`config.mk`:
```
export PLATFORM = sky130hd
export DESIGN_NAME = karatsuba_mul_seq
export DESIGN_NICKNAME = d
export VERILOG_FILES = /design/src/rtl/karatsuba_pkg.sv /design/src/rtl/mult_seq.sv /design/src/rtl/karatsuba_mul_seq.sv
export SDC_FILE = /design/constraint.sdc
export NUM_CORES = 2
export LEC_CHECK = 0
export CAP_MARGIN = 25
export CORE_MARGIN = 2
export CORE_UTILIZATION = 39
export DETAILED_ROUTE_END_ITERATION = 16
export GPL_TIMING_DRIVEN = 0
export PLACE_DENSITY_LB_ADDON = 0.1
export SLEW_MARGIN = 20
export SYNTH_ARGS = -nofsm -noshare
export SYNTH_HDL_FRONTEND = slang
export SYNTH_SLANG_ARGS = --single-unit
```
`constraint.sdc`:
```
create_clock -name clk -period 86.2 [get_ports clk]
set_clock_uncertainty 0.05 [all_clocks]
set_input_delay 17.24 -clock clk [delete_from_list [all_inputs] [get_ports clk]]
set_output_delay 17.24 -clock clk [all_outputs]
set_load 0.02 [all_outputs]
```
`src/rtl/karatsuba_pkg.sv`:
```
// Shared constants for the sequential Karatsuba multiplier and its benches.
package karatsuba_pkg;

  // Controller state encoding.
  localparam logic [2:0] StIdle    = 3'd0;
  localparam logic [2:0] StLoad    = 3'd1;
  localparam logic [2:0] StMul     = 3'd2;
  localparam logic [2:0] StMul0    = 3'd3;
  localparam logic [2:0] StMul1    = 3'd4;
  localparam logic [2:0] StMul2    = 3'd5;
  localparam logic [2:0] StCombine = 3'd6;
  localparam logic [2:0] StHold    = 3'd7;

  // Half operand width H.
  function automatic int unsigned half_w(input int unsigned w);
    return w / 2;
  endfunction

  // Sub-multiplier operand width M = H+1 (room for the carry of hi+lo).
  function automatic int unsigned sub_w(input int unsigned w);
    return w / 2 + 1;
  endfunction

  // Accept edge to the edge after which valid_out is high, three parallel units.
  function automatic int unsigned lat_par(input int unsigned w);
    return w / 2 + 5;
  endfunction

  // Same, with one time-shared unit.
  function automatic int unsigned lat_seq(input int unsigned w);
    return 3 * (w / 2) + 11;
  endfunction

endpackage

```
`src/rtl/mult_seq.sv`:
```
// Radix-2 shift-add unsigned multiplier. A start pulse loads the operands; M cycles
// later done pulses for one cycle with the 2M-bit product on p.
module mult_seq #(
  parameter int unsigned M = 33
) (
  input  logic           clk,
  input  logic           rst,
  input  logic           start,
  input  logic [M-1:0]   a,
  input  logic [M-1:0]   b,
  output logic           done,
  output logic [2*M-1:0] p
);

  localparam int unsigned CW = $clog2(M + 1);

  logic [2*M-1:0] acc_q, acc_d;
  logic [2*M-1:0] mcand_q, mcand_d;
  logic [M-1:0]   mplier_q, mplier_d;
  logic [CW-1:0]  cnt_q, cnt_d;
  logic           done_q, done_d;

  // One multiplier bit per cycle; done fires on the step that consumes the last bit.
  always_comb begin
    acc_d    = acc_q;
    mcand_d  = mcand_q;
    mplier_d = mplier_q;
    cnt_d    = cnt_q;
    done_d   = 1'b0;
    if (start) begin
      acc_d    = '0;
      mcand_d  = {{M{1'b0}}, a};
      mplier_d = b;
      cnt_d    = CW'(M);
    end else if (cnt_q != '0) begin
      if (mplier_q[0]) begin
        acc_d = acc_q + mcand_q;
      end
      mcand_d  = mcand_q << 1;
      mplier_d = mplier_q >> 1;
      cnt_d    = cnt_q - CW'(1);
      done_d   = (cnt_q == CW'(1));
    end
  end

  // Datapath and control registers.
  always_ff @(posedge clk or posedge rst) begin
    if (rst) begin
      acc_q    <= '0;
      mcand_q  <= '0;
      mplier_q <= '0;
      cnt_q    <= '0;
      done_q   <= 1'b0;
    end else begin
      acc_q    <= acc_d;
      mcand_q  <= mcand_d;
      mplier_q <= mplier_d;
      cnt_q    <= cnt_d;
      done_q   <= done_d;
    end
  end

  assign done = done_q;
  assign p    = acc_q;

endmodule

```
`src/rtl/karatsuba_mul_seq.sv`:
```
// Sequential one-level Karatsuba multiplier with signed/unsigned mode and a
// valid/ready result hold. z0 = lo*lo, z1 = hi*hi, z2 = (hi+lo)*(hi+lo).
module karatsuba_mul_seq
  import karatsuba_pkg::*;
#(
  parameter int unsigned WIDTH    = 64,
  parameter int unsigned PARALLEL = 1
) (
  input  logic               clk,
  input  logic               rst,
  input  logic               start,
  input  logic               signed_mode,
  input  logic [WIDTH-1:0]   A,
  input  logic [WIDTH-1:0]   B,
  output logic               busy,
  output logic [2*WIDTH-1:0] P,
  output logic               valid_out,
  input  logic               ready_in
);

  localparam int unsigned H  = half_w(WIDTH);
  localparam int unsigned M  = sub_w(WIDTH);
  localparam int unsigned ZW = 2 * M;
  localparam int unsigned PW = 2 * WIDTH;

  logic [2:0]       state_q, state_d;
  logic             mstart_q, mstart_d;
  logic [WIDTH-1:0] a_q, b_q;
  logic             signed_q;
  logic             neg_q;
  logic [H-1:0]     a_lo_q, a_hi_q, b_lo_q, b_hi_q;
  logic [H:0]       sa_q, sb_q;
  logic [ZW-1:0]    z0_q, z1_q, z2_q;
  logic [ZW-1:0]    z0_in, z1_in, z2_in;
  logic             mul_done;
  logic [PW-1:0]    p_q;
  logic             valid_q;

  logic [WIDTH-1:0] mag_a, mag_b;
  logic [ZW-1:0]    mid;
  logic [PW-1:0]    mag, result;

  // Next state and the one-cycle start pulse towards the sub-multipliers.
  always_comb begin
    state_d  = state_q;
    mstart_d = 1'b0;
    case (state_q)
      StIdle: if (start) state_d = StLoad;
      StLoad: begin
        mstart_d = 1'b1;
        state_d  = (PARALLEL != 0) ? StMul : StMul0;
      end
      StMul:  if (mul_done) state_d = StCombine;
      StMul0: if (mul_done) begin
        state_d  = StMul1;
        mstart_d = 1'b1;
      end
      StMul1: if (mul_done) begin
        state_d  = StMul2;
        mstart_d = 1'b1;
      end
      StMul2:    if (mul_done) state_d = StCombine;
      StCombine: state_d = StHold;
      StHold:    if (ready_in) state_d = StIdle;
      default:   state_d = StIdle;
    endcase
  end

  // Controller state.
  always_ff @(posedge clk or posedge rst) begin
    if (rst) begin
      state_q  <= StIdle;
      mstart_q <= 1'b0;
    end else begin
      state_q  <= state_d;
      mstart_q <= mstart_d;
    end
  end

  // Magnitudes; the most-negative value maps to 2^(WIDTH-1) without overflow.
  always_comb begin
    mag_a = (signed_q && a_q[WIDTH-1]) ? (~a_q + WIDTH'(1)) : a_q;
    mag_b = (signed_q && b_q[WIDTH-1]) ? (~b_q + WIDTH'(1)) : b_q;
  end

  // Operand capture at accept, then halves and H+1-bit sums in LOAD.
  always_ff @(posedge clk or posedge rst) begin
    if (rst) begin
      a_q      <= '0;
      b_q      <= '0;
      signed_q <= 1'b0;
      neg_q    <= 1'b0;
      a_lo_q   <= '0;
      a_hi_q   <= '0;
      b_lo_q   <= '0;
      b_hi_q   <= '0;
      sa_q     <= '0;
      sb_q     <= '0;
    end else if (state_q == StIdle && start) begin
      a_q      <= A;
      b_q      <= B;
      signed_q <= signed_mode;
    end else if (state_q == StLoad) begin
      neg_q  <= signed_q & (a_q[WIDTH-1] ^ b_q[WIDTH-1]);
      a_lo_q <= mag_a[H-1:0];
      a_hi_q <= mag_a[WIDTH-1:H];
      b_lo_q <= mag_b[H-1:0];
      b_hi_q <= mag_b[WIDTH-1:H];
      sa_q   <= {1'b0, mag_a[WIDTH-1:H]} + {1'b0, mag_a[H-1:0]};
      sb_q   <= {1'b0, mag_b[WIDTH-1:H]} + {1'b0, mag_b[H-1:0]};
    end
  end

  if (PARALLEL != 0) begin : g_par
    logic [2:0] done_v;

    mult_seq #(.M(M)) u_z0 (
      .clk  (clk),
      .rst  (rst),
      .start(mstart_q),
      .a    ({1'b0, a_lo_q}),
      .b    ({1'b0, b_lo_q}),
      .done (done_v[0]),
      .p    (z0_in)
    );

    mult_seq #(.M(M)) u_z1 (
      .clk  (clk),
      .rst  (rst),
      .start(mstart_q),
      .a    ({1'b0, a_hi_q}),
      .b    ({1'b0, b_hi_q}),
      .done (done_v[1]),
      .p    (z1_in)
    );

    mult_seq #(.M(M)) u_z2 (
      .clk  (clk),
      .rst  (rst),
      .start(mstart_q),
      .a    (sa_q),
      .b    (sb_q),
      .done (done_v[2]),
      .p    (z2_in)
    );

    assign mul_done = &done_v;
  end else begin : g_seq
    logic [M-1:0]  op_a, op_b;
    logic [ZW-1:0] prod;

    // Operand mux; the unit samples it on the edge after each start pulse is raised.
    always_comb begin
      op_a = {1'b0, a_lo_q};
      op_b = {1'b0, b_lo_q};
      if (state_q == StMul1) begin
        op_a = {1'b0, a_hi_q};
        op_b = {1'b0, b_hi_q};
      end else if (state_q == StMul2) begin
        op_a = sa_q;
        op_b = sb_q;
      end
    end

    mult_seq #(.M(M)) u_z (
      .clk  (clk),
      .rst  (rst),
      .start(mstart_q),
      .a    (op_a),
      .b    (op_b),
      .done (mul_done),
      .p    (prod)
    );

    assign z0_in = prod;
    assign z1_in = prod;
    assign z2_in = prod;
  end

  // Partial products are captured while the matching done is high.
  always_ff @(posedge clk or posedge rst) begin
    if (rst) begin
      z0_q <= '0;
      z1_q <= '0;
      z2_q <= '0;
    end else if (mul_done) begin
      case (state_q)
        StMul: begin
          z0_q <= z0_in;
          z1_q <= z1_in;
          z2_q <= z2_in;
        end
        StMul0:  z0_q <= z0_in;
        StMul1:  z1_q <= z1_in;
        StMul2:  z2_q <= z2_in;
        default: ;
      endcase
    end
  end

  // Recombination; mid is non-negative and fits in 2H+2 bits.
  always_comb begin
    mid    = z2_q - z1_q - z0_q;
    mag    = (PW'(z1_q) << WIDTH) + (PW'(mid) << H) + PW'(z0_q);
    result = neg_q ? (~mag + PW'(1)) : mag;
  end

  // Result register and valid; P keeps its value after the handshake.
  always_ff @(posedge clk or posedge rst) begin
    if (rst) begin
      p_q     <= '0;
      valid_q <= 1'b0;
    end else if (state_q == StCombine) begin
      p_q     <= result;
      valid_q <= 1'b1;
    end else if (state_q == StHold && ready_in) begin
      valid_q <= 1'b0;
    end
  end

  assign busy      = (state_q != StIdle);
  assign P         = p_q;
  assign valid_out = valid_q;

endmodule

```
# Word-level counts from Yosys, hierarchy flattened
# Cells that the tools add are included.
[totals] elab_cells=143 regBits=1171 out_inout_bits=130 input_bits=133
[classes] n_reduce_logical=29 n_bitwise=6 n_addsub=15 n_eq_ne=15 mux=46
[op_table] op="2-to-1 mux 66 bit" count=15
[op_table] op="adder 66 bit" count=3
[op_table] op="2-to-1 mux 33 bit" count=6
[op_table] op="subtractor 66 bit" count=2
[op_table] op="adder 128 x 1 -> 128 bit, second input constant" count=1
[op_table] op="adder 128 x 66 -> 128 bit" count=1
[op_table] op="adder 128 x 98 -> 128 bit" count=1
[op_table] op="adder 64 x 1 -> 64 bit, second input constant" count=2
[op_table] op="2-to-1 mux 128 bit" count=1
[op_table] op="2-to-1 mux 64 bit" count=2
[op_table] op="NOT 128 bit" count=1
[op_table] op="NOT 64 bit" count=2
[op_table] op="adder 32 x 32 -> 33 bit" count=2
[op_table] op="2-to-1 mux 6 bit" count=6
[op_table] op="case mux 3 bit (7 select lines)" count=1
[op_table] op="equality test 6 x 1 -> 1 bit, second input constant" count=3
[op_table] op="nonzero test 6 bit" count=3
[op_table] op="subtractor 6 x 1 -> 6 bit, second input constant" count=3
[op_table] op="2-to-1 mux 3 bit" count=5
[op_table] op="nonzero test 2 bit" count=7
[op_table] op="equality test 3 bit, second input constant" count=4
[op_table] op="AND reduction 4 bit" count=3
[op_table] op="2-to-1 mux 1 bit" count=9
[op_table] op="inequality test 2 bit, second input constant" count=4
[op_table] op="other kinds (14)" count=24

# Longest topological paths before layout
[logic_depth] depth_word=7 ltp_mapped=39 depth_no_buf=37

# Modules after synthesis
# A second synthesis with hierarchy kept.
[unflattened] hier_cells=8830 hier_area_um2=77077.7
[by_module_without_submodules] module="karatsuba_mul_seq" instances=1 cells_each=4887 area_per_inst_um2=43905.9 seq_area_each_um2=16390.7
[by_module_without_submodules] module="mult_seq at g_par.u_z0" instances=1 cells_each=1327 area_per_inst_um2=11146.9 seq_area_each_um2=4304.1
[by_module_without_submodules] module="mult_seq at g_par.u_z2" instances=1 cells_each=1304 area_per_inst_um2=11028.1 seq_area_each_um2=4304.1
[by_module_without_submodules] module="mult_seq at g_par.u_z1" instances=1 cells_each=1312 area_per_inst_um2=10996.8 seq_area_each_um2=4304.1

# Worst setup path after synthesis
# OpenSTA, ideal clock, no wires.
[synth_timing] path_type="input to register" startpoint="in start" endpoint="reg a_q[10]" cell_stages=5 t_required_ns=86.025 setup_time_ns=0.125 arrival_ns=18.419 slack_ns=67.606 n_path_buf=2 path_cell_list="inv_1 > nor2_1 > clkbuf_1 > clkbuf_1 > mux2_2"
[synth_between] elab_chain_cells=1
[synth_lines] item="start: declaration" line_no="karatsuba_mul_seq.sv:11" rtl="input logic start,"
[synth_lines] item="logical AND 1 bit" line_no="karatsuba_mul_seq.sv:99" rtl="end else if (state_q == StIdle && start) begin"
[synth_lines] item="end signal: assignment" line_no="karatsuba_mul_seq.sv:89" rtl="a_q <= '0;"
[synth_lines] item="end signal: assignment" line_no="karatsuba_mul_seq.sv:100" rtl="a_q <= A;"
[synth_lines] item="end: declaration" line_no="karatsuba_mul_seq.sv:28" rtl="logic [WIDTH-1:0] a_q, b_q;"
# Every way passes these cells.
# A chain may end at the register's enable or synchronous reset.

# Worst setup path after layout
[layout_timing] startpoint="in start" endpoint="reg a_q[5]"
# Same word-level chain as after synthesis.

==> flow_summary.ini <==
[synth]
syn_nets = 9082
synth_top_family_by_area = compound AO/OA/AOI/OAI gates
yosysSeqAreaShare = 0.392
ys_top_cells_by_area = dfrtp_1 (39%), nand2_1 (8.4%), ha_1 (7.8%)
synth_area_leader_cell = dfrtp_1
synthMuxAreaShare = 0.0558
synth-edff-count = 0
synth-adder-area-share = 0.0980
synthSimpleGateAreaFrac = 0.163
synth_cells = 8408
async_reset_ff_frac = 1.00
yosys.cell_types.count = 99
synth_top_area_frac = 0.392
synth_seq_cells = 1169
synthXorXnorAreaFrac = 0.0709
yosysWarnings = 0
syn_area_per_cell_um2 = 8.88
synth_flop_cell = dfrtp_1
synth_compound_area_frac = 0.188
synth_area_mm2 = 0.0746

[timing]
fin_setup_tns_ns = 0
finalHoldViolCount = 0
slew_viol_final = 0
fin_ws_ns = 66.19
period_needed_ns = 20.01
finalCritPeriodShare = 0.232
rsz0062_at_grt = false
slew_headroom = 0.254
worst_pin_slew_ns = 1.11
finalSetupViolCount = 0
max_freq_mhz = 50.0

[layout]
area_delta_synth_final_pct = 15.1
layout_commonest_cell = nand2_1
mostFrequentLayoutCells = nand2_1 (1662), dfrtp_1 (1169), o21ai_0 (828), a21oi_1 (632), ha_1 (468)
drive_gt1_frac = 0.0595
stdcell_area_mm2 = 0.0859
fin_nets = 9513

[place]
pre_cts_slack_ns = 65.24
numPortBuffers = 262
hpwlAfterDp_mm = 211
place_area_mm2 = 0.0810
gp_congestion = 0.937

[cts]
ctsHoldBuffers = 0
cts.sinks = 1169
post_cts_buffers = 0
clk_latency_ns = 0.82
clk_pin_slew_ns = 0.06
cts_root_buffer = clkbuf_16
ctsResizeCount = 0
clock_path_buffers = 3
cts_made_buffers = 141
cts_tree = yes
h-tree-depth = 4

[critical_path]
timing.critical_path.from = start
cp_max_fo = 10
start_kind = input port
cp-end-kind = register
arrival_ns = 20.65
reg2regPathDepth = 35
required_ns = 86.84
setup.worst_path.end = a_q[5]
r2r_slack_ns = 74.95
r2r-end = P[119]
reg2reg_from = z1_q[0]
critPathKind = input port to register

[grt]
gr-total-overflow = 0
antenna_found_initial = 3
track_usage = 0.264
grt_pass1_vias = 61300
grt_max_degree = 102
grt_pass1_wl_mm = 390

[status]
status = completed

[routing]
ant_nets = 0
avgViaCountPerCell = 5.47
vias = 62700
drt-initial-drc-count = 4617
wirelength_mm = 259
first_pass_iters = 6
drc = 0
wire_per_inst_um = 22.6

[job]
drv_cap = 0

[pwr]
power_uw = 1250
peakVddDrop_v = 0.0000127
powerDensity_mw_per_mm2 = 14.5
leakage_uw = 0.0408

[floorplanning]
row_count = 160
core_area_mm2 = 0.190
die_area_mm2 = 0.195
floorplan.initialDensity = 0.393
ios = 263
die_w_um = 442
die_h_um = 442

[worst_hold_path]
min_from = b_lo_q[26]
min_path_type = register to register
metrics by stage:
step	std cells	hold slack, ns	utilization
CTS	11500	0.427	0.451
floorplan	8408	0.393	-
finish	11500	0.424	0.452
detailed placement	11200	0.412	0.426
global route	11500	0.445	0.452
global placement	11200	0.411	0.423
cells by family (layout without fill, tap and decap cells):
| kind of cell | after synthesis | in the layout |
|---|---|---|
| multiplexers | 392 | 392 |
| flip-flops | 1169 | 1169 |
| AND/OR/NAND/NOR | 2738 | 2738 |
| other | 0 | 3 |
| adder cells (fa/ha/maj) | 541 | 541 |
| AO/OA/AOI/OAI | 2313 | 2313 |
| XOR/XNOR | 604 | 604 |
| buffers and inverters | 651 | 1190 |
routing by layer:
metal / GRT usage / part of all wire
met1: 0.371 / 0.47
met2: 0.419 / 0.45
met3: 0.0318 / 0.043
met4: 0.0927 / 0.035
met5: 0 / 0
cell type report:
class                           instances  area, µm²
Antenna cell                            3       7.51
Buffer                                385       1470
Clock buffer                          200       4110
Clock inverter                         51        793
Fill cell                           18800     104000
Inverter                              266       1010
Multi-Input combinational cell       6588      43000
Sequential cell                      1169      29300
Tap cell                             2511       3140
Timing Repair Buffer                  288       3160
cell usage after synthesis, types with 49 or more instances:
master	n
a21o_1	243
dfrtp_1	1169
nand3_1	126
xor2_1	239
inv_1	263
ha_1	468
o21bai_1	78
a211oi_1	54
nor2_1	305
clkbuf_1	340
o31ai_1	67
and3_1	49
nand2b_1	64
and2_1	50
o21ai_0	829
a21oi_1	632
mux2_2	192
or3_1	67
nor3_1	128
nand4_1	78
fa_1	73
xnor2_1	365
mux2i_1	200
nand2_1	1662
o21a_1	55
state kept, by name, summed over array words and instances, names as in the netlist, 33 cells and up:
register,cells
z0_q,66
a_q,64
z2_q,66
g_par.u_z2.p,66
P,128
g_par.u_z2.mplier_q,33
g_par.u_z1.mcand_q,66
z1_q,66
g_par.u_z0.p,66
g_par.u_z1.p,66
b_q,64
sb_q,33
sa_q,33
g_par.u_z0.mcand_q,66
g_par.u_z2.mcand_q,66
critical path: stages:
cell	delay (ns)
clkdlybuf4s50_1	0.56
inv_1	0.06
nor2_1	0.84
clkbuf_1	0.78
clkbuf_1	0.72
mux2_2	0.42
where the power goes:
part           internal [µW]  switching, µW
Clock                    381            250
Sequential               552           4.17
Combinational           23.7           37.1
worst min-delay path by stage:
stage | to | cells after the start
final | b_lo_q[26] | 2
after global routing | b_lo_q[16] | 2
after CTS | g_par.u_z2.mcand_q[8] | 2
after detailed placement | b_lo_q[10] | 2
after global placement | b_lo_q[10] | 2
after floorplan | sa_q[21] | 2
(Power assumes the default switching activity.)
